--- src/rtl/sub_bytes_engine.sv ---
// Handshaked AES SubBytes / InvSubBytes engine: one 128-bit state per transfer,
// LANES bytes substituted per clock through a shared forward/inverse S-box.
module sub_bytes_engine #(
   parameter int unsigned LANES = 4
) (
   input  logic         clk,
   input  logic         rst_n,
   input  logic         in_valid,
   output logic         in_ready,
   input  logic         in_mode,
   input  logic [127:0] in_state,
   output logic         out_valid,
   input  logic         out_ready,
   output logic [127:0] out_state,
   output logic         busy
);

   localparam int unsigned N  = 16 / LANES;
   localparam int unsigned CW = (N > 1) ? $clog2(N) : 1;

   if (!(LANES == 1 || LANES == 2 || LANES == 4 || LANES == 8 || LANES == 16)) begin : g_lanes_check
      $error("sub_bytes_engine: LANES must be 1, 2, 4, 8 or 16");
   end

   typedef enum logic [1:0] {
      IDLE = 2'd0,
      RUN  = 2'd1,
      DONE = 2'd2
   } state_e;

   state_e          state_q, state_d;
   logic [127:0]    wr_q, wr_d;
   logic [CW-1:0]   cnt_q, cnt_d;
   logic            mode_q, mode_d;
   logic            accept;
   logic [31:0]     base;

   function automatic logic [7:0] gf_mul(input logic [7:0] a, input logic [7:0] b);
      logic [7:0] p;
      logic [7:0] x;
      p = '0;
      x = a;
      for (int unsigned i = 0; i < 8; i++) begin
         if (b[i]) p ^= x;
         x = {x[6:0], 1'b0} ^ (x[7] ? 8'h1b : 8'h00);
      end
      return p;
   endfunction

   // a^254 is the multiplicative inverse in GF(2^8), and maps 0 to 0
   function automatic logic [7:0] gf_inv(input logic [7:0] a);
      logic [7:0] r;
      logic [7:0] p;
      r = 8'h01;
      p = a;
      for (int unsigned i = 1; i < 8; i++) begin
         p = gf_mul(p, p);
         r = gf_mul(r, p);
      end
      return r;
   endfunction

   function automatic logic [7:0] sbox(input logic [7:0] x, input logic inv);
      logic [7:0] t;
      logic [7:0] v;
      t = inv ? ({x[6:0], x[7]} ^ {x[4:0], x[7:5]} ^ {x[1:0], x[7:2]} ^ 8'h05) : x;
      v = gf_inv(t);
      return inv ? v
                 : (v ^ {v[6:0], v[7]} ^ {v[5:0], v[7:6]} ^ {v[4:0], v[7:5]} ^ {v[3:0], v[7:4]} ^ 8'h63);
   endfunction

   assign accept = in_valid && (state_q == IDLE);
   assign base   = 32'(cnt_q) * LANES;

   always_ff @(posedge clk or negedge rst_n) begin
      if (!rst_n) begin
         state_q <= IDLE;
         wr_q    <= '0;
         cnt_q   <= '0;
         mode_q  <= 1'b0;
      end else begin
         state_q <= state_d;
         wr_q    <= wr_d;
         cnt_q   <= cnt_d;
         mode_q  <= mode_d;
      end
   end

   always_comb begin
      state_d = state_q;
      case (state_q)
         IDLE:    if (accept) state_d = RUN;
         RUN:     if (cnt_q == CW'(N - 1)) state_d = DONE;
         DONE:    if (out_ready) state_d = IDLE;
         default: state_d = IDLE;
      endcase
   end

   always_comb begin
      wr_d   = wr_q;
      cnt_d  = cnt_q;
      mode_d = mode_q;
      if (accept) begin
         wr_d   = in_state;
         cnt_d  = '0;
         mode_d = in_mode;
      end else if (state_q == RUN) begin
         for (int unsigned l = 0; l < LANES; l++) begin
            wr_d[(base + l) * 8 +: 8] = sbox(wr_q[(base + l) * 8 +: 8], mode_q);
         end
         cnt_d = cnt_q + CW'(1);
      end
   end

   always_comb begin
      in_ready  = (state_q == IDLE);
      out_valid = (state_q == DONE);
      busy      = (state_q != IDLE);
      out_state = wr_q;
   end

endmodule

--- config.mk ---
export PLATFORM = sky130hd
export DESIGN_NAME = sub_bytes_engine
export DESIGN_NICKNAME = d
export VERILOG_FILES = /design/src/rtl/sub_bytes_engine.sv
export SDC_FILE = /design/constraint.sdc
export NUM_CORES = 2
export LEC_CHECK = 0
export CORE_MARGIN = 2
export CORE_UTILIZATION = 60
export CTS_BUF_LIST = sky130_fd_sc_hd__clkbuf_16
export CTS_CLUSTER_DIAMETER = 100
export DETAILED_ROUTE_END_ITERATION = 6
export GPL_TIMING_DRIVEN = 0
export HOLD_SLACK_MARGIN = 0.03
export PLACE_DENSITY_LB_ADDON = 0.08
export SETUP_SLACK_MARGIN = 0.1
export SYNTH_ARGS = -nofsm -noshare
export SYNTH_HDL_FRONTEND = slang
export SYNTH_SLANG_ARGS = --single-unit
--- constraint.sdc ---
create_clock -name clk -period 20.2 [get_ports clk]
set_clock_uncertainty 0.05 [all_clocks]
set_input_delay 4.04 -clock clk [delete_from_list [all_inputs] [get_ports clk]]
set_output_delay 4.04 -clock clk [all_outputs]
set_load 0.02 [all_outputs]
After elaboration in Yosys (flattened, before gate mapping)
Cells that the tools add are included.
- flip-flop bits (word level): 133
- word-level logic and storage cells: 2551
- input bits: 133
- output and inout bits: 131
- reductions and logical operators: 5
- muxes and demuxes: 1728
- add/sub/neg operators: 8
- bitwise logic cells: 788
- shifts and indexed selects: 12
- eq/ne operators: 6
- operators by type and width (cell ; number):
    2-to-1 mux 8 bit ; 1324
    bitwise XOR 8 bit ; 388
    bitwise XOR 8 x 5 -> 8 bit ; 364
    2-to-1 mux 5 bit ; 368
    bitwise mux 128 bit ; 4
    variable shift 8 x 34 -> 128 bit (first input constant) ; 4
    indexed part select 8 x 34 -> 128 bit ; 4
    indexed part select 128 x 33 -> 8 bit ; 3
    2-to-1 mux 128 bit ; 2
    indexed part select 128 x 8 -> 8 bit ; 1
    negation 8 -> 34 bit ; 3
    negation 7 -> 34 bit ; 1
    2-to-1 mux 7 bit ; 4
    NOT 1 bit ; 28
    2-to-1 mux 6 bit ; 4
    2-to-1 mux 2 bit ; 9
    2-to-1 mux 4 bit ; 4
    NOT 4 bit ; 4
    2-to-1 mux 3 bit ; 4
    adder 4 x 2 -> 5 bit (second input constant) ; 2
    NOT 2 bit ; 4
    one-hot mux 2 bit (3 select lines) ; 1
    adder 4 x 1 -> 5 bit (second input constant) ; 1
    equality test 2 bit (second input constant) ; 2
    9 further kinds ; 14

Longest topological paths before layout
- word-level depth: 266
- gate-level depth with buffers: 75
- depth with buffers taken out: 60

Least setup slack after synthesis
Ideal clock, no wire load.
- path kind: flip-flop to flip-flop
- start point: reg cnt_q[0]
- end point: reg wr_q[39], in the netlist out_state[39]
- data arrival time: 17.631 ns
- slack: 2.392 ns
- clock period less this slack: 17.808 ns
- stages on the path, launching flop included: 65
- library setup time: 0.127 ns
- data required time: 20.023 ns
- path buffers: 9
- path through: dfrtp_1 mux4_2 buf_2 xor3_1 mux2i_4 inv_2 buf_2 ha_1 clkbuf_1 nand2_1 xor2_2 inv_1 clkbuf_1 buf_1 ha_1 clkbuf_1 clkinv_1 xnor3_1 [... 29 more ...] xnor2_1 xnor3_1 xor3_1 a221o_1 a221oi_1 xnor3_1 xor3_2 xnor3_1 nand2_1 mux2i_1 a2bb2oi_1 xnor3_1 xnor3_1 xor3_1 xnor3_1 mux2i_1 a222oi_1 inv_1
- word-level cells in the longest chain between the ends: 266
- elaborated cells between the ends (all ways): 2501
- those cells by class: add/sub (7); shift (12); mux (1722); bitwise (760)
- RTL lines (what ; line ; source):
    start: declaration ; 33 ; logic [CW-1:0] cnt_q, cnt_d;
    start signal: assignment ; 84 ; cnt_q <= cnt_d;
    adder 4 x 1 -> 5 bit / indexed part select 128 x 8 -> 8 bit (equally long branches) ; 109 ; wr_d[(base + l) * 8 +: 8] = sbox(wr_q[(base + l) * 8 +: 8], mode_q);
    indexed part select 128 x 33 -> 8 bit / bitwise XOR 8 bit (equally long branches) ; 109, 66 ;
    bitwise XOR 8 bit ; 66 ; t = inv ? ({x[6:0], x[7]} ^ {x[4:0], x[7:5]} ^ {x[1:0], x[7:2]} ^ 8'h05) : x;
    bitwise XOR 8 bit / NOT 2 bit (equally long branches) ; -- ;
    NOT 2 bit (no line) / 2-to-1 mux 8 bit (equally long branches) ; -- ;
    2-to-1 mux 8 bit (on tied branches) ; 66, 44 ;
    2-to-1 mux 8 bit (on tied branches) ; 44, 107 ;
    2-to-1 mux 8 bit (on tied branches) ; 107, 103 ;
    [... 249 more ...] ; -- ;
    bitwise XOR 8 bit / NOT 4 bit (equally long branches) ; -- ;
    NOT 4 bit (no line) / 2-to-1 mux 8 bit (equally long branches) ; -- ;
    2-to-1 mux 8 bit / indexed part select 8 x 34 -> 128 bit (equally long branches) ; 68, 109 ;
    indexed part select 8 x 34 -> 128 bit / bitwise mux 128 bit (equally long branches) ; 109 ;
    bitwise mux 128 bit (2 in a row) ; 109 ;
    bitwise mux 128 bit (*) ; 109 ;
    2-to-1 mux 128 bit (*) ; 107 ; end else if (state_q == RUN) begin
    2-to-1 mux 128 bit (*) ; 103 ; if (accept) begin
    end signal: assignment ; 83 ; wr_q <= wr_d;
    end: declaration ; 32 ; logic [127:0] wr_q, wr_d;
Mark *: on every way between the ends. The rest lies on a longest branch, timed or not. The select of a mux whose other input is x is not followed.
A chain may end at the register's enable or synchronous reset.

Final worst setup path
- start point: reg cnt_q[1]
- end point: reg wr_q[60], in the netlist out_state[60]
Same word-level chain as after synthesis.

==> results.ini <==
[cts]
cts_tree=built
cts-buffers-inserted=17
clk-insertion-delay-late_ns=0.49
h-tree-depth=4
holdBufCountCts=0
cts.sinks=133
clockBufferDepth=2
clk_pin_slew_ns=0.08
cts_root_buf=clkbuf_16

[synthesis]
syn_avg_cell_area_sq_um=7.95
syn_inst=8021
async_reset_ff_share_pct=100
synth_top_family_by_area=XOR/XNOR gates
synth-edff-count=0
synth_fa_ha_area_share_pct=0.483
syn_area_sq_mm=0.0638
synth_cell_types=125
synthXorXnorAreaFrac_pct=46.8
yosysWarnings=0
muxShareOfSynthArea_pct=5.93
synth-main-ff-cell=dfrtp_1
synth-compound-area-share_pct=18.8
ys_seq_area_share_pct=5.22
synth_top_area_cell=xnor2_1
synth.area.top_cells=xnor2_1 19%, xnor3_1 13%, nor2_1 7.1%, xor2_1 5.5%, dfrtp_1 5.2%
synth-seq-cells=133
syn_nets=8177
netlist.area_leader.share_pct=19.4
yosys.area_share.simple_pct=18.4

[run]
max_cap_viol_count=0

[global_route]
grt_pass1_wl_microns=342000
gr-total-overflow=0
antenna_found_initial=11
grt_pass1_vias=58628
grtUsageTotal_pct=39.5
grt_max_degree=69

[placement]
dp_hpwl_microns=172000
portBuffers=263
place_area_sq_mm=0.0682
gp_congestion=0.991

[worst_hold_path]
hold_class=reg -> reg
min_from=out_state[75]$_DFFE_PN0P_
hold_path_end=out_state[75]$_DFFE_PN0P_
min_path_cells=2

[route]
first_pass_iters=7
viasPerCell=6.47
vias=63152
ant_nets=0
drc=32
routed_wl_microns=225000
drt_iter0_markers=7557
wl_per_cell_microns=23.1

[worst_setup_path]
critPathMaxStageDelay_ns=0.98
worstSetupPathType=reg -> reg
cp_max_fo=10
cp_slowest_cell=xnor2_1
crit_buf_inv=15
critPathTopFamily=XOR/XNOR gates
r2r_cells=62
critPathRequiredTime_ns=20.58
endpoint_kind=register
crit_path_frequent_cell=xnor2_1
worst_setup_path_start_kind=register
r2r_end=out_state[60]$_DFFE_PN0P_
r2r_start=cnt_q[1]$_DFFE_PN0P_
arrival_ns=19.90
rrSetupSlack_ns=0.68

[floorplan]
coreArea_sq_mm=0.105
die_h_microns=330
die_area_sq_mm=0.109
die_w_microns=330
num_io_pins=264
core.rowCount=119
start_util_pct=60.5

[run_status]
violations=design-rule violations
status=finished with violations

[sta]
rsz0062_at_grt=yes
fmax_ghz=0.0512
final-hold-violation-count=0
tns_ns=0
setup_violations=0
post-route-period-util_pct=96.6
relSlewSlack_pct=9.29
worst_slew_pin_slew_ns=1.36
slew_violations=0
fin_crit_ns=19.52

[final_layout]
final_cell_area_sq_mm=0.0705
area_delta_synth_final_pct=10.6
drive_gt1_share_pct=9.89
fin_nets=8500

==> area by class of cell <==
class                      instances  area, sq um
clock buffer                      17          425
tap                             1391         1740
antenna                            9         22.5
timing repair buffer             309         3010
sequential                       133         3330
fill                            9208        34900
multi-input combinational       7238        58900
inverter                         116          452
buffer                           529         2430
clock inverter                    14          224
==> how the worst max path moves through the flow <==
stage | from | end | slack (ns) | cells after the start
floorplan | cnt_q[0]$_DFFE_PN0P_ | out_state[39]$_DFFE_PN0P_ | 2.39 | 64
global placement | cnt_q[1]$_DFFE_PN0P_ | out_state[71]$_DFFE_PN0P_ | -2.72 | 66
detailed placement | cnt_q[1]$_DFFE_PN0P_ | out_state[71]$_DFFE_PN0P_ | -2.93 | 66
CTS | cnt_q[0]$_DFFE_PN0P_ | out_state[83]$_DFFE_PN0P_ | 0.18 | 60
global route | cnt_q[1]$_DFFE_PN0P_ | out_state[59]$_DFFE_PN0P_ | 0.03 | 63
finish | cnt_q[1]$_DFFE_PN0P_ | out_state[60]$_DFFE_PN0P_ | 0.68 | 62
==> metal layers <==
metal,global-route usage (%),part of all wire (%)
met3,7.99,11
met2,61.7,45
met4,14.7,3.7
met1,54.1,41
met5,0,0.022
==> cell families after synthesis <==
group | after synthesis
XOR/XNOR | 2448
flip-flops | 133
adder cells (fa/ha/maj) | 25
AO/OA/AOI/OAI | 1785
buffers and inverters | 650
multiplexers | 305
AND/OR/NAND/NOR | 2675
==> worst register-to-register path, delay by kind of cell (launching register included) <==
| family | cells | cell delay [ns] |
|---|---|---|
| xor+xnor | 25 | 8.81 |
| flops | 1 | 0.46 |
| compound gates | 6 | 1.66 |
| mux | 3 | 1.12 |
| fa+ha+maj | 4 | 1.64 |
| simple gates | 9 | 1.56 |
| buf+inv | 15 | 4.16 |
==> Yosys cell counts, drive strengths merged (54+ instances only) <==
| library cell | count |
|---|---|
| xnor3 | 417 |
| inv | 105 |
| mux2i | 210 |
| dfrtp | 133 |
| a211oi | 97 |
| a22oi | 88 |
| a31oi | 56 |
| o211ai | 67 |
| mux2 | 61 |
| xor2 | 432 |
| a21o | 99 |
| a22o | 64 |
| o22ai | 89 |
| nand2b | 54 |
| o21ai | 395 |
| nor2b | 58 |
| xor3 | 90 |
| and2 | 72 |
| nor3 | 205 |
| nand2 | 668 |
| a21oi | 425 |
| clkbuf | 323 |
| xnor2 | 1509 |
| buf | 211 |
| nor2 | 1212 |
| nand3 | 175 |
==> timing repair <==
action | in CTS | in global routing
gates cloned | 0 | 0
pin swaps | 1 | 12
buffers inserted | 0 | 45
gates resized for setup | 91 | 186
setup endpoints to repair | 128 | 128
==> flip-flops by register name, indices dropped and copies added (netlist names) <==
name,cells
cnt_q,2
out_state,128
state_q,2
mode_q,1
==> stage by stage <==
stage,instances,hold slack (ns),setup WS (ns),utilization (%)
final,9756,0.477,0.678,66.9
after global routing,9754,0.497,0.0262,66.9
after CTS,9705,0.478,0.181,65.8
after detailed placement,9676,0.457,-2.93,64.7
after global placement,9675,0.453,-2.72,64.6
after floorplan,8021,0.565,2.39,-
==> placed cells by master (no fill, tap or decap), types with 59 or more instances in the layout <==
| master | instances |
|---|---|
| o22ai_1 | 89 |
| xnor3_1 | 375 |
| dfrtp_1 | 131 |
| xor2_1 | 371 |
| nor3_1 | 201 |
| clkdlybuf4s50_1 | 262 |
| buf_2 | 126 |
| nor2_1 | 1203 |
| mux2_2 | 59 |
| xnor2_1 | 1334 |
| a21o_1 | 99 |
| xnor2_2 | 144 |
| mux2i_1 | 178 |
| clkbuf_1 | 277 |
| xor3_1 | 83 |
| buf_4 | 73 |
| o21ai_0 | 335 |
| a21oi_1 | 411 |
| and2_1 | 69 |
| nand3_1 | 174 |
| o211ai_1 | 67 |
| a22o_1 | 64 |
| a22oi_1 | 87 |
| inv_1 | 95 |
| nand2_1 | 665 |
| a211oi_1 | 87 |
Power is left out: the tool's default activity adds up to more than one toggle a clock period on the data nets, which glitch-free logic cannot reach.
